[config.mk]
export PLATFORM = sky130hd
export DESIGN_NAME = staged_counter
export DESIGN_NICKNAME = d
export VERILOG_FILES = /design/src/rtl/staged_counter.sv
export SDC_FILE = /design/constraint.sdc
export NUM_CORES = 1
export LEC_CHECK = 0
export ABC_AREA = 1
export CAP_MARGIN = 20
export CORE_UTILIZATION = 25
export DETAILED_ROUTE_END_ITERATION = 7
export HOLD_SLACK_MARGIN = 0.12
export PLACE_DENSITY_LB_ADDON = 0.25
export SETUP_SLACK_MARGIN = 0.4
export SLEW_MARGIN = 20
export SYNTH_ARGS = -nofsm -noshare
export SYNTH_HDL_FRONTEND = slang
export SYNTH_SLANG_ARGS = --single-unit
[constraint.sdc]
create_clock -name _i_clk -period 1.7 [get_ports _i_clk]
set_input_delay 0.34 -clock _i_clk [delete_from_list [all_inputs] [get_ports _i_clk]]
set_output_delay 0.34 -clock _i_clk [all_outputs]
set_load 0.005 [all_outputs]
[src/rtl/staged_counter.sv]
// staged_counter: chain of saturating counters that fire one after another.
// Stage 0 counts up to its limit and holds, then stage 1 counts, and so on.
// Once every stage sits at its limit, the next enabled cycle returns the
// whole chain to zero and pulses _o_wrap.
// Optional build macro STAGED_COUNTER_ONESHOT_EN: the chain halts in the
// all-at-limit state until it is cleared or reset, and never wraps.
module staged_counter #(
  parameter int                          NUM_STAGES = 2,
  parameter int                          WIDTH      = 8,
  parameter logic [NUM_STAGES*WIDTH-1:0] LIMITS     = {8'd8, 8'd6}
) (
  input  logic                          _i_clk,
  input  logic                          _i_rst,
  input  logic                          _i_en,
  input  logic                          _i_clear,
  output logic [NUM_STAGES*WIDTH-1:0]   __output,
  output logic                          _o_done,
  output logic                          _o_wrap
);

  // Each limit occupies exactly WIDTH bits of LIMITS, so it always fits a
  // stage; only the chain dimensions themselves need guarding.
  if (NUM_STAGES < 1 || WIDTH < 1) begin : g_bad_params
    $error("staged_counter: NUM_STAGES and WIDTH must both be >= 1");
  end

  logic [WIDTH-1:0]      cnt_q [NUM_STAGES];
  logic [WIDTH-1:0]      cnt_d [NUM_STAGES];
  logic [NUM_STAGES-1:0] at_lim;
  logic [NUM_STAGES-1:0] inc;
  logic                  all_lim;
  logic                  wrap_q;
  logic                  wrap_d;

  // Locate the single active stage: first stage not yet at its limit.
  always_comb begin
    logic prefix;
    // NOTE: every combinational output gets a default before any branch or
    // loop writes it, so no path can leave it unassigned and infer a latch.
    at_lim = '0;
    inc    = '0;
    prefix = 1'b1;
    for (int i = 0; i < NUM_STAGES; i++) begin
      at_lim[i] = (cnt_q[i] == LIMITS[(NUM_STAGES-1-i)*WIDTH +: WIDTH]);
      inc[i]    = prefix & ~at_lim[i];
      prefix    = prefix & at_lim[i];
    end
    all_lim = prefix;
  end

  // Next-state: advance the active stage, or wrap from the all-at-limit state.
  always_comb begin
    wrap_d = 1'b0;
    for (int i = 0; i < NUM_STAGES; i++) begin
      cnt_d[i] = cnt_q[i];
    end
`ifdef STAGED_COUNTER_ONESHOT_EN
    // Halted at the top: enable is ignored until clear or reset.
    if (_i_en && !all_lim) begin
      for (int i = 0; i < NUM_STAGES; i++) begin
        if (inc[i]) cnt_d[i] = cnt_q[i] + WIDTH'(1);
      end
    end
`else
    if (_i_en && all_lim) begin
      for (int i = 0; i < NUM_STAGES; i++) begin
        cnt_d[i] = '0;
      end
      wrap_d = 1'b1;
    end else if (_i_en) begin
      for (int i = 0; i < NUM_STAGES; i++) begin
        if (inc[i]) cnt_d[i] = cnt_q[i] + WIDTH'(1);
      end
    end
`endif
  end

  // State registers: synchronous reset, then clear, then normal update.
  always_ff @(posedge _i_clk) begin
    // NOTE: sequential state uses non-blocking assignments so every register
    // samples the pre-edge values regardless of statement order.
    if (!_i_rst || _i_clear) begin
      for (int i = 0; i < NUM_STAGES; i++) begin
        cnt_q[i] <= '0;
      end
      wrap_q <= 1'b0;
    end else begin
      for (int i = 0; i < NUM_STAGES; i++) begin
        cnt_q[i] <= cnt_d[i];
      end
      wrap_q <= wrap_d;
    end
  end

  // Pack stage values with stage 0 in the most significant field.
  always_comb begin
    __output = '0;
    for (int i = 0; i < NUM_STAGES; i++) begin
      __output[(NUM_STAGES-1-i)*WIDTH +: WIDTH] = cnt_q[i];
    end
  end

  assign _o_done = all_lim;
  assign _o_wrap = wrap_q;

endmodule

==> metrics.md, run 1 <==
| Metric | Value |
|---|---|
| Effective utilization at floorplan | 26.0% |
| Leakage power | 0.755 nW |
| Setup WS pre-CTS | 0.0240 ns |
| Top flip-flop cell by instance count after synthesis | sky130_fd_sc_hd__dfxtp_1 |
| Most frequent cells after synthesis | sky130_fd_sc_hd__nand2_1 (50), sky130_fd_sc_hd__inv_1 (18), sky130_fd_sc_hd__dfxtp_1 (17) |
| Fraction of power spent switching nets | 24.6% |
| Endpoint of the worst-slack reg-to-reg timing path | cnt_q[0][10] |
| Clock transition at the registers of the reported paths | 0.07 ns |
| Placeable core region | 4350 um^2 |
| CTS tree | built |
| Worst hold margin | 0.538 ns |
| Area growth, synth to finish | 56.8% |
| Final standard cell area without fillers | 1780 um^2 |
| Power density over cell area | 436 nW/um^2 |
| Floorplan die height | 69.3 um |
| Number of antenna violations at the first check in global routing | 0 |
| Accumulated negative setup slack | 0 ns |
| CP Class | register to primary output |
| Crit path top cell by count | sky130_fd_sc_hd__inv_2 |
| Worst skew pair latency | 0.26 ns |
| Number of clock sinks seen by CTS | 17 |
| Worst-case headroom to the max-slew limit | 68.9% |
| Period minus WS final | 1.56 ns |
| Total count of max-transition violations in the final report | 0 |
| DP Area | 1570 um^2 |
| Standard-cell rows | 24 |
| Worst setup EP type | primary output |
| Hold path startpoint | cnt_q[0][0] |
| Global-route wire length before repair | 4.84 mm |
| Area fraction in compound gates after synthesis | 8.17% |
| Sequential share of power | 51.5% |
| Final core utilization | 40.8% |
| Fraction of the cycle the final worst path needs | 91.5% |
| TritonCTS buffer count | 3 |
| Placed wire-length estimate | 1.91 mm |
| Pin count of the biggest net entering global routing | 15 |
| Cell type with the largest total area after synthesis | sky130_fd_sc_hd__dfxtp_1 |
| IR drop worst, VDD | 0.251 mV |
| Top fanout value on the critical path | 2 |
| Most frequent cell after synthesis | sky130_fd_sc_hd__nand2_1 |
| Fraction of final layout cells sized beyond drive strength 1 | 45.2% |
| Combinational family with the most area after synthesis | simple AND/OR/NAND/NOR gates |
| Crit path launch type | register |
| Chain of cells forming the critical path | inv_2, ha_4, inv_2, nor2_4, nand2_2, nor3_4, buf_2 |
| Post-synthesis net count | 166 |
| Cell area after technology mapping | 1130 um^2 |
| Number of buffers on the longest clock path | 2 |
| Count of hold-fix buffers inserted at cts | 0 |
| Synthesized flop and latch total | 17 |
| Worst-margin pin slew | 0.467 ns |
| Synth Area per Inst | 7.17 um^2 |
| Number of inserted filler cells in the final layout | 453 |
| Max Clk Rate | 0.643 GHz |
| Max stage delay cell, worst path | sky130_fd_sc_hd__dfxtp_2 |
| Final worst clock skew | 0.00553 ns |
| Yosys Warn Count | 0 |
| Average detailed-routed wire length per instance | 11.2 um |
| Peak per-stage delay on the critical path | 0.33 ns |
| Type of the worst min-delay path | register to register |
| Clock tree root buffer cell | sky130_fd_sc_hd__clkbuf_8 |
| Cells on worst reg2reg path | 8 |
| Cell types occupying the most area after synthesis | sky130_fd_sc_hd__dfxtp_1 (30%), sky130_fd_sc_hd__nand2_1 (17%), sky130_fd_sc_hd__inv_1 (6.0%), sky130_fd_sc_hd__nand4_1 (5.0%), sky130_fd_sc_hd__ha_1 (4.4%) |
| P_sw | 191 uW |
| First DRT Iteration DRCs | 55 |
| Simple-Gate Fraction of Synth Area | 43.6% |
| Overall routing resource usage | 12.6% |
| Overall die width | 69.3 um |
| Synth async-reset ratio | 0% |
| Drt total wl | 2.91 mm |
| Internal power contribution | 584 uW |
| Netlist cell types | 28 |
| Syn Inst Count | 158 |
| Result of the run | complete, no violations |
| Residual overflow from global routing | 0 |
| Required time of the critical path | 1.36 ns |
| Number of iterations in the first detailed-routing pass | 4 |
| Proportion of netlist area held by the largest area contributor | 30.0% |
| Worst r2r src | cnt_q[0][0] |
| Post-route antenna net violation count | 0 |
| Worst Hold End | cnt_q[0][0] |
| Routability congestion estimate | 0.750 |
| Final-report hold violation count | 0 |
| Crit path max-delay family | flip-flops |
| Number of enable flip-flop cells after synthesis | 0 |
| Worst-case register-to-register setup slack | 0.26 ns |
| Clock Power Share | 40.9% |
| H-tree level count | 1 |
| Vias | 1138 |
| Portion of netlist area occupied by mux cells | 0% |
| Setup-violating endpoint count in the final report | 0 |
| Port Buffers | 21 |
| Number of global-route vias before repair | 1061 |
| Crit path arrival time | 1.22 ns |
| Smallest setup slack after layout | 0.144 ns |
| Arithmetic-cell share of the synthesized area counting full adders, half adders and majority gates | 4.42% |
| Net count of the finished layout | 217 |
| Fraction of the yosys area taken by sequential cells | 30.0% |
| Antenna diodes | 0 |
| Average via count per standard cell | 4.38 |
| Area of the die | 4810 um^2 |
| DRC violation count after routing | 0 |
| Max-capacitance violation count | 0 |
| Parity-gate share of the synthesized area counting xor and xnor cells | 2.32% |
| WP buf/inv | 3 |
| Relative contribution of combinational cells to total power | 7.7% |
| Count of boundary I/O pins | 22 |
| Hold depth | 3 |
| Unrepaired setup endpoints after global routing | yes |
-- power groups by stage --
| stage | clock, mW | combinational (mW) | sequential, mW |
|---|---|---|---|
| 5_1_grt | 0.349 | 0.0643 | 0.399 |
| 4_1_cts | 0.325 | 0.0578 | 0.400 |
| 6_report | 0.316 | 0.0594 | 0.399 |
| 3_5_place_dp | 0 | 0.0492 | 0.410 |
| 2_1_floorplan | 0 | 0.0319 | 0.411 |
| 3_3_place_gp | 0 | 0.0492 | 0.410 |
-- through the flow --
step / instances / power, mW
2_1_floorplan: 158 / 0.443
3_3_place_gp: 251 / 0.459
3_5_place_dp: 251 / 0.459
4_1_cts: 259 / 0.783
5_1_grt: 260 / 0.812
6_report: 260 / 0.775
-- cell type report --
cell class | count | area, um^2 | share of cell area [%]
multi-input cells | 117 | 786 | 44.2
repair buffers | 49 | 439 | 24.7
flip-flops and latches | 17 | 363 | 20.4
inverters | 21 | 78.8 | 4.43
well taps | 52 | 65.1 | 3.66
clock buffers | 3 | 41.3 | 2.32
clock inverters | 1 | 5.00 | 0.281
-- repair_timing --
action | 4_1_cts | 5_1_grt
cloned | 1 | 0
pin swaps | 4 | 2
resized for setup | 62 | 20
endpoints found under the setup margin | 34 | 25
setup buffers | 3 | 1
-- worst max path at each step --
stage	startpoint	endpoint	cells past startpoint
after floorplan	cnt_q[0][8]	_o_done	7
final	cnt_q[0][8]	_o_done	7
after detailed placement	cnt_q[0][8]	_o_done	7
after global routing	cnt_q[0][8]	_o_done	7
after CTS	cnt_q[0][8]	_o_done	7
after global placement	cnt_q[0][8]	_o_done	7
-- logic make-up (layout without fill, tap and decap cells) --
kind of cell    Yosys count  after routing
compound gates           14             14
xor+xnor                  3              3
fa+ha+maj                 4              4
buf+inv                  25             74
flops                    17             17
simple gates             95             96
-- cell usage in the layout, fill, tap and decap left out, types with 2 or more instances in the layout --
master / count
sky130_fd_sc_hd__ha_4: 2
sky130_fd_sc_hd__ha_1: 2
sky130_fd_sc_hd__nand2_8: 2
sky130_fd_sc_hd__nand3b_1: 2
sky130_fd_sc_hd__inv_2: 7
sky130_fd_sc_hd__buf_6: 10
sky130_fd_sc_hd__nand2_1: 50
sky130_fd_sc_hd__dfxtp_2: 15
sky130_fd_sc_hd__clkbuf_2: 2
sky130_fd_sc_hd__nand3_1: 7
sky130_fd_sc_hd__nor2_4: 4
sky130_fd_sc_hd__nand4_1: 9
sky130_fd_sc_hd__nor2_2: 7
sky130_fd_sc_hd__nor2_1: 7
sky130_fd_sc_hd__clkbuf_8: 3
sky130_fd_sc_hd__buf_4: 19
sky130_fd_sc_hd__a21oi_2: 11
sky130_fd_sc_hd__xor2_1: 2
sky130_fd_sc_hd__clkdlybuf4s15_1: 13
sky130_fd_sc_hd__inv_1: 14
sky130_fd_sc_hd__clkdlybuf4s50_1: 3
-- state kept, by name, indices dropped and copies added, names as in the netlist --
| name | flops |
|---|---|
| cnt_q | 16 |
| _o_wrap | 1 |
-- worst register-to-register path: cells and delay by family (launching register included) --
family	cells	cell delay, ns
AOI/OAI and AO/OA	1	0.04
and+or+nand+nor	4	0.63
adders and majority gates	1	0.13
DFF	1	0.33
buffers and inverters	2	0.20
-- routing by layer --
layer | routed length (um) | vias up | share of wire [%] | global-route usage [%]
li1 | - | 608 | - | -
met1 | 1300 | 508 | 45 | 15.0
met2 | 1470 | 18 | 51 | 22.5
met3 | 107 | 4 | 3.7 | 3.49
met4 | 28 | 0 | 0.96 | 2.72
met5 | 0 | - | 0 | 0
Note: power is estimated with default switching activity, not from simulation.
==> run 2, diff against run 1 <==
Settings changed: SKIP_LAST_GASP set to 1.
==> results of run 2 <==
No change in the layout: final DEF, timing and power equal those of run 1.
